`config.mk`:
```
export PLATFORM = sky130hd
export DESIGN_NAME = serial_pattern_tx
export DESIGN_NICKNAME = d
export VERILOG_FILES = /design/src/rtl/serial_pattern_tx.sv
export SDC_FILE = /design/constraint.sdc
export NUM_CORES = 1
export LEC_CHECK = 0
export CAP_MARGIN = 20
export CELL_PAD_IN_SITES_DETAIL_PLACEMENT = 0
export CELL_PAD_IN_SITES_GLOBAL_PLACEMENT = 1
export CORE_MARGIN = 3
export CORE_UTILIZATION = 45
export DETAILED_ROUTE_END_ITERATION = 16
export GPL_ROUTABILITY_DRIVEN = 0
export GPL_TIMING_DRIVEN = 0
export PLACE_DENSITY_LB_ADDON = 0.1
export RECOVER_POWER = 25
export SKIP_CTS_REPAIR_TIMING = 1
export SLEW_MARGIN = 20
export SYNTH_ARGS = -nofsm -noshare
export SYNTH_HDL_FRONTEND = slang
export SYNTH_SLANG_ARGS = --single-unit
```
`constraint.sdc`:
```
create_clock -name clock -period 3.7 [get_ports clock]
set_input_delay 0.37 -clock clock [delete_from_list [all_inputs] [get_ports clock]]
set_output_delay 0.37 -clock clock [all_outputs]
set_load 0.01 [all_outputs]
```
`src/rtl/serial_pattern_tx.sv`:
```
// Serial pattern transmitter: captures a word and repeat count on start, then shifts the word
// out MSB first, repeat_n+1 times back-to-back, with a hold input that stretches the current bit.
module serial_pattern_tx #(
  parameter int unsigned WIDTH = 8,
  parameter int unsigned CNT_W = 4
) (
  input  logic             clock,
  input  logic             reset,
  input  logic             start,
  input  logic [WIDTH-1:0] data,
  input  logic [CNT_W-1:0] repeat_n,
  input  logic             hold,
  output logic             outp,
  output logic             valid,
  output logic             busy,
  output logic             done
);

  localparam int unsigned IdxW = (WIDTH > 1) ? $clog2(WIDTH) : 1;
  localparam logic [IdxW-1:0] IdxMax = IdxW'(WIDTH - 1);

  typedef enum logic [1:0] {
    StIdle   = 2'd0,
    StShift  = 2'd1,
    StFinish = 2'd2
  } state_e;

  state_e           state_q;
  logic [WIDTH-1:0] shreg_q;
  logic [WIDTH-1:0] word_q;
  logic [IdxW-1:0]  idx_q;
  logic [CNT_W-1:0] cnt_q;
  logic             busy_q;
  logic             done_q;

  always_ff @(posedge clock or negedge reset) begin
    if (!reset) begin
      state_q <= StIdle;
      shreg_q <= '0;
      word_q  <= '0;
      idx_q   <= '0;
      cnt_q   <= '0;
      busy_q  <= 1'b0;
      done_q  <= 1'b0;
    end else begin
      unique case (state_q)
        StIdle: begin
          if (start) begin
            shreg_q <= data;
            word_q  <= data;
            cnt_q   <= repeat_n;
            idx_q   <= IdxMax;
            busy_q  <= 1'b1;
            state_q <= StShift;
          end
        end
        StShift: begin
          if (!hold) begin
            if (idx_q != '0) begin
              shreg_q <= {shreg_q[WIDTH-2:0], 1'b0};
              idx_q   <= idx_q - IdxW'(1);
            end else if (cnt_q != '0) begin
              // Reload from the captured copy so later changes on data cannot leak in.
              shreg_q <= word_q;
              idx_q   <= IdxMax;
              cnt_q   <= cnt_q - CNT_W'(1);
            end else begin
              done_q  <= 1'b1;
              state_q <= StFinish;
            end
          end
        end
        StFinish: begin
          done_q  <= 1'b0;
          busy_q  <= 1'b0;
          state_q <= StIdle;
        end
        default: begin
          done_q  <= 1'b0;
          busy_q  <= 1'b0;
          state_q <= StIdle;
        end
      endcase
    end
  end

  assign outp  = (state_q == StShift) & shreg_q[WIDTH-1];
  assign valid = (state_q == StShift) & ~hold;
  assign busy  = busy_q;
  assign done  = done_q;

endmodule

```
Word level (Yosys, flattened, before mapping)
Index checks and enable logic that the tools add are counted.

operators by class
  bitwise operators = 5
  add/sub/neg operators = 2
  reduce and logical (&&, ||, !) cells = 10
  muxes and demuxes = 26
  equality and inequality tests = 7

operators with widths
  kind                 number
  $mux 8               4
  $mux 4               4
  $pmux 8 s2           1
  $mux 3               4
  $reduce_and 4->1     3
  $ne 2x2->1 const B   5
  $mux 2               4
  $pmux 4 s2           1
  $pmux 3 s2           1
  $reduce_and 5->1     1
  $mux 1               4
  $pmux 1 s2           2
  $pmux 2 s2           1
  $reduce_and 2->1     2
  $reduce_bool 4->1    1
  $sub 4x1->4 const B  1
  $ne 3x3->1 const B   1
  $not 1->1            3
  $reduce_bool 3->1    1
  $sub 3x1->3 const B  1
  $and 1x1->1          2
  $eq 2x1->1 const B   1
  $logic_not 2->1      1
  $reduce_bool 2->1    1

storage, ports and cells
  output and inout bits = 4
  register bits = 27
  word-level logic and storage cells = 57

Logic depth before layout (Yosys ltp)
  depth in word-level cells = 5
  gate-level depth with buffers = 7
  gate-level depth less buffers = 6

Least setup slack after synthesis
OpenSTA, ideal clock, no wires.

  path kind = register to register
  start = reg idx_q[0]
  end = reg idx_q[0]
  setup slack = 2,149 ps
  required time = 3,567 ps
  cell stages (with the launch flop) = 7
  library setup time = 133 ps
  arrival time = 1,417 ps
  path through = dfrtp_1 inv_1 ha_1 nor2b_1 nand2_1 o21ai_2 a21oi_1

between the ends
  longest elaborated chain between the ends = 4

ends and longest elaborated chain
  element                                           line    RTL
  from (decl)                                       31      logic [IdxW-1:0] idx_q;
  from (signal assigned)                            52      idx_q <= IdxMax;
  from (signal assigned)                            61      idx_q <= idx_q - IdxW'(1);
  from (signal assigned)                            65      idx_q <= IdxMax;
  $sub 3x1->3 or $reduce_bool 3->1 (tied branches)  61, 59
  $mux 3                                            59      if (idx_q != '0) begin
  $mux 3                                            58      if (!hold) begin
  $pmux 3 s2                                        46      unique case (state_q)

Parallel ways exist; a longest one is shown, timed or not. The select of a mux whose other input is x is not followed.
A chain may end at the register's enable or synchronous reset.

Worst setup path after layout
  start = reg state_q[1]
  end = out valid

between the ends
  longest elaborated chain between the ends = 2

ends and longest elaborated chain
  element                 line  RTL
  from (decl)             28    state_e state_q;
  from (signal assigned)  38    state_q <= StIdle;
  from (signal assigned)  54    state_q <= StShift;
  from (signal assigned)  69    state_q <= StFinish;
  $eq 2x1->1              88    assign valid = (state_q == StShift) & ~hold;
  $and 1x1->1             88
  to (decl)               14    output logic valid,

Every way passes these cells.

==> results.sh <==
export IMPL_first_global_vias=1089
export IMPL_worst_pin_slew_ps=1440
export IMPL_clock_latency_ps=330
export IMPL_p_clk_share_pct=11.9
export IMPL_remaining_drc_errors=0
export IMPL_seqPwrFrac_pct=45.0
export IMPL_ys_ff_latch=27
export IMPL_layout_common_cells="dfrtp_1, clkdlybuf4s50_1, inv_1"
export IMPL_area_growth_syn_to_layout_pct=18.8
export IMPL_final_common_cell="dfrtp_1"
export IMPL_placed_area_sq_um=1650
export IMPL_async_flop_share_pct=100
export IMPL_cp_start_kind="flip-flop"
export IMPL_fmax_mhz=420
export IMPL_root_buffer="clkbuf_4"
export IMPL_path_max_fanout=10
export IMPL_drv_cap=0
export IMPL_finalCriticalPeriod_ps=2380
export IMPL_drv_slew=0
export IMPL_cts_tree="yes"
export IMPL_avgViaCountPerCell=5.65
export IMPL_worst_endpoint_required_ps=3330
export IMPL_yosys_warnings=0
export IMPL_routed_wl_microns=2960
export IMPL_intPower_uw=726
export IMPL_rsz0062_at_grt="no"
export IMPL_grt_max_degree=28
export IMPL_design_area_sq_um=1680
export IMPL_setup_viol=0
export IMPL_avgRoutedWirePerCell_microns=15.3
export IMPL_critical_path_class="reg -> out"
export IMPL_syn_nets=148
export IMPL_p_sw_uw=401
export IMPL_crit_path_cell_trace="buf_6, nand2b_1, buf_6, buf_2, nor2_1, clkdlybuf4s50_1"
export IMPL_post_route_util_pct=58.5
export IMPL_power_share_switching_pct=35.6
export IMPL_comb_power_share_pct=43.1
export IMPL_synth_edff_count=0
export IMPL_overflow=0
export IMPL_crit_path_frequent_cell="buf_6"
export IMPL_timing_final_ws_setup_ps=1320
export IMPL_grt_antenna_before_repair=0
export IMPL_synth_area_sq_um=1420
export IMPL_ys_seq_area_share_pct=47.7
export IMPL_p_leak_uw=0.000735
export IMPL_hold_viol_final=0
export IMPL_relSlewSlack_pct=4.12
export IMPL_r2r_cells=6
export IMPL_dp_hpwl_microns=2040
export IMPL_max_stage_delay_ps=540
export IMPL_clk_pin_slew_ps=150
export IMPL_io_pin_count=20
export IMPL_status="finished clean"
export IMPL_timing_setup_tns_ps=0
export IMPL_arrival_ps=2010
export IMPL_path_delay_family="buffers and inverters"
export IMPL_synth_avg_cell_area_sq_um=11.0
export IMPL_drive_gt1_share_pct=17.8
export IMPL_nets=172
export IMPL_grt_pass1_wl_microns=4920
export IMPL_path_depth=6
export IMPL_drt_initial_drc_count=68
export IMPL_die_h_microns=62.1
export IMPL_grt_use_total_pct=17.6
export IMPL_die_w_microns=62.1
export IMPL_core_area_sq_um=2880
export IMPL_vias=1097
export IMPL_start_util_pct=49.2
export IMPL_cts_buffer_depth=2
export IMPL_cp_num_buf_inv=4
export IMPL_rows=19
export IMPL_hold_class="in -> async"
export IMPL_synthFlopType="dfrtp_1"
export IMPL_io_buffers=19
export IMPL_finalCritPeriodShare_pct=64.4
export IMPL_fill_cells=270
export IMPL_cts_max_level=1
export IMPL_ys_types=40
export IMPL_slowest_stage="clkdlybuf4s50_1"
export IMPL_pre_cts_slack_ps=1670
export IMPL_syn_inst=129
export IMPL_cts_sinks=27
export IMPL_p_per_area_nw_per_um2=670
export IMPL_antenna_diode_count=0
export IMPL_dieArea_sq_um=3850
export IMPL_fin_skew_ps=2.97
export IMPL_cts_made_buffers=3
export IMPL_dr_pass1_iters=4
export IMPL_ant_nets=0
export IMPL_end_kind="output pin"
export IMPL_vdd_drop_max_mv=0.344
-- Yosys cell counts (all sizes together) (2+ instances only) --
library cell / instances / area, sq um
o22ai: 2 / 12.5
nor2b: 3 / 26.3
nor2: 9 / 41.3
buf: 4 / 32.5
dfrtp: 27 / 676
a32oi: 8 / 70.1
inv: 14 / 52.6
a21boi: 2 / 18.8
a22oi: 7 / 52.6
a2bb2oi: 3 / 26.3
nand2b: 3 / 26.3
nand2: 2 / 7.51
mux2: 8 / 90.1
ha: 3 / 37.5
o21ai: 12 / 63.8
o2bb2ai: 2 / 17.5
a21oi: 5 / 40.0
-- cell families (layout without fill, tap and decap cells) --
group	count (synthesis)	count (layout)	synth area share, %
adder cells (fa/ha/maj)	3	3	2.65
AO/OA/AOI/OAI	47	47	24.9
buffers and inverters	19	42	6.37
AND/OR/NAND/NOR	25	25	11.9
multiplexers	8	8	6.37
flip-flops	27	27	47.7
-- path summary, 6_finish.rpt --
check / start / endpoint / slack (ps)
max: state_q[1]$_DFFE_PN0P_ / valid / 1320
max in group asynchronous: reset / word_q[2]$_DFFE_PN0P_ / 2530
min: reset / state_q[0]$_DFFE_PN0P_ / 340
min reg2reg: busy$_DFFE_PN0P_ / busy$_DFFE_PN0P_ / 500
max reg2reg: idx_q[0]$_DFFE_PN0P_ / idx_q[1]$_DFFE_PN0P_ / 1720
min in group clock: busy$_DFFE_PN0P_ / busy$_DFFE_PN0P_ / 500
-- cell type report --
cell class | instances | area (sq um) | area share [%]
buffer | 5 | 37.5 | 2.23
clock buffer | 3 | 22.5 | 1.34
clock inverter | 1 | 7.51 | 0.446
timing repair buffer | 19 | 184 | 10.9
tap | 42 | 52.6 | 3.13
inverter | 14 | 52.6 | 3.13
sequential | 27 | 676 | 40.2
multi-input combinational | 83 | 649 | 38.6
-- state kept, by name, summed over array words and instances (netlist names) --
signal / count
word_q: 8
idx_q: 3
shreg_q: 8
done: 1
state_q: 2
cnt_q: 4
busy: 1
-- per-layer routing --
metal | wire, microns | share of wire (%) | vias up | global-route usage, %
li1 | - | - | 527 | -
met1 | 1400 | 47 | 539 | 24.1
met2 | 1370 | 46 | 27 | 27.8
met3 | 145 | 4.9 | 4 | 2.48
met4 | 42 | 1.4 | 0 | 7.27
met5 | 0 | 0 | - | 0
-- per-stage QoR --
step | hold slack (ps) | total power, uW | std cells
3_3_place_gp | 464 | 980 | 190
6_report | 343 | 1130 | 194
3_5_place_dp | 417 | 1000 | 190
2_1_floorplan | 74.4 | 852 | 129
5_1_grt | 444 | 1220 | 194
4_1_cts | 34.8 | 1140 | 194
-- worst register-to-register path, cell delays in order, from the launching register on --
cell     delay (ps)
dfrtp_1         390
inv_1           110
ha_1            220
nor2b_1         320
nand2_1         220
o21ai_2         460
a21oi_1         140
-- power groups by stage --
stage | logic (uW) | registers (uW) | clock network (uW)
after CTS | 490 | 508 | 140
after floorplan | 353 | 499 | 0
after global placement | 470 | 509 | 0
after global routing | 546 | 527 | 150
final | 485 | 507 | 135
after detailed placement | 486 | 515 | 0
(Power assumes the default switching activity.)
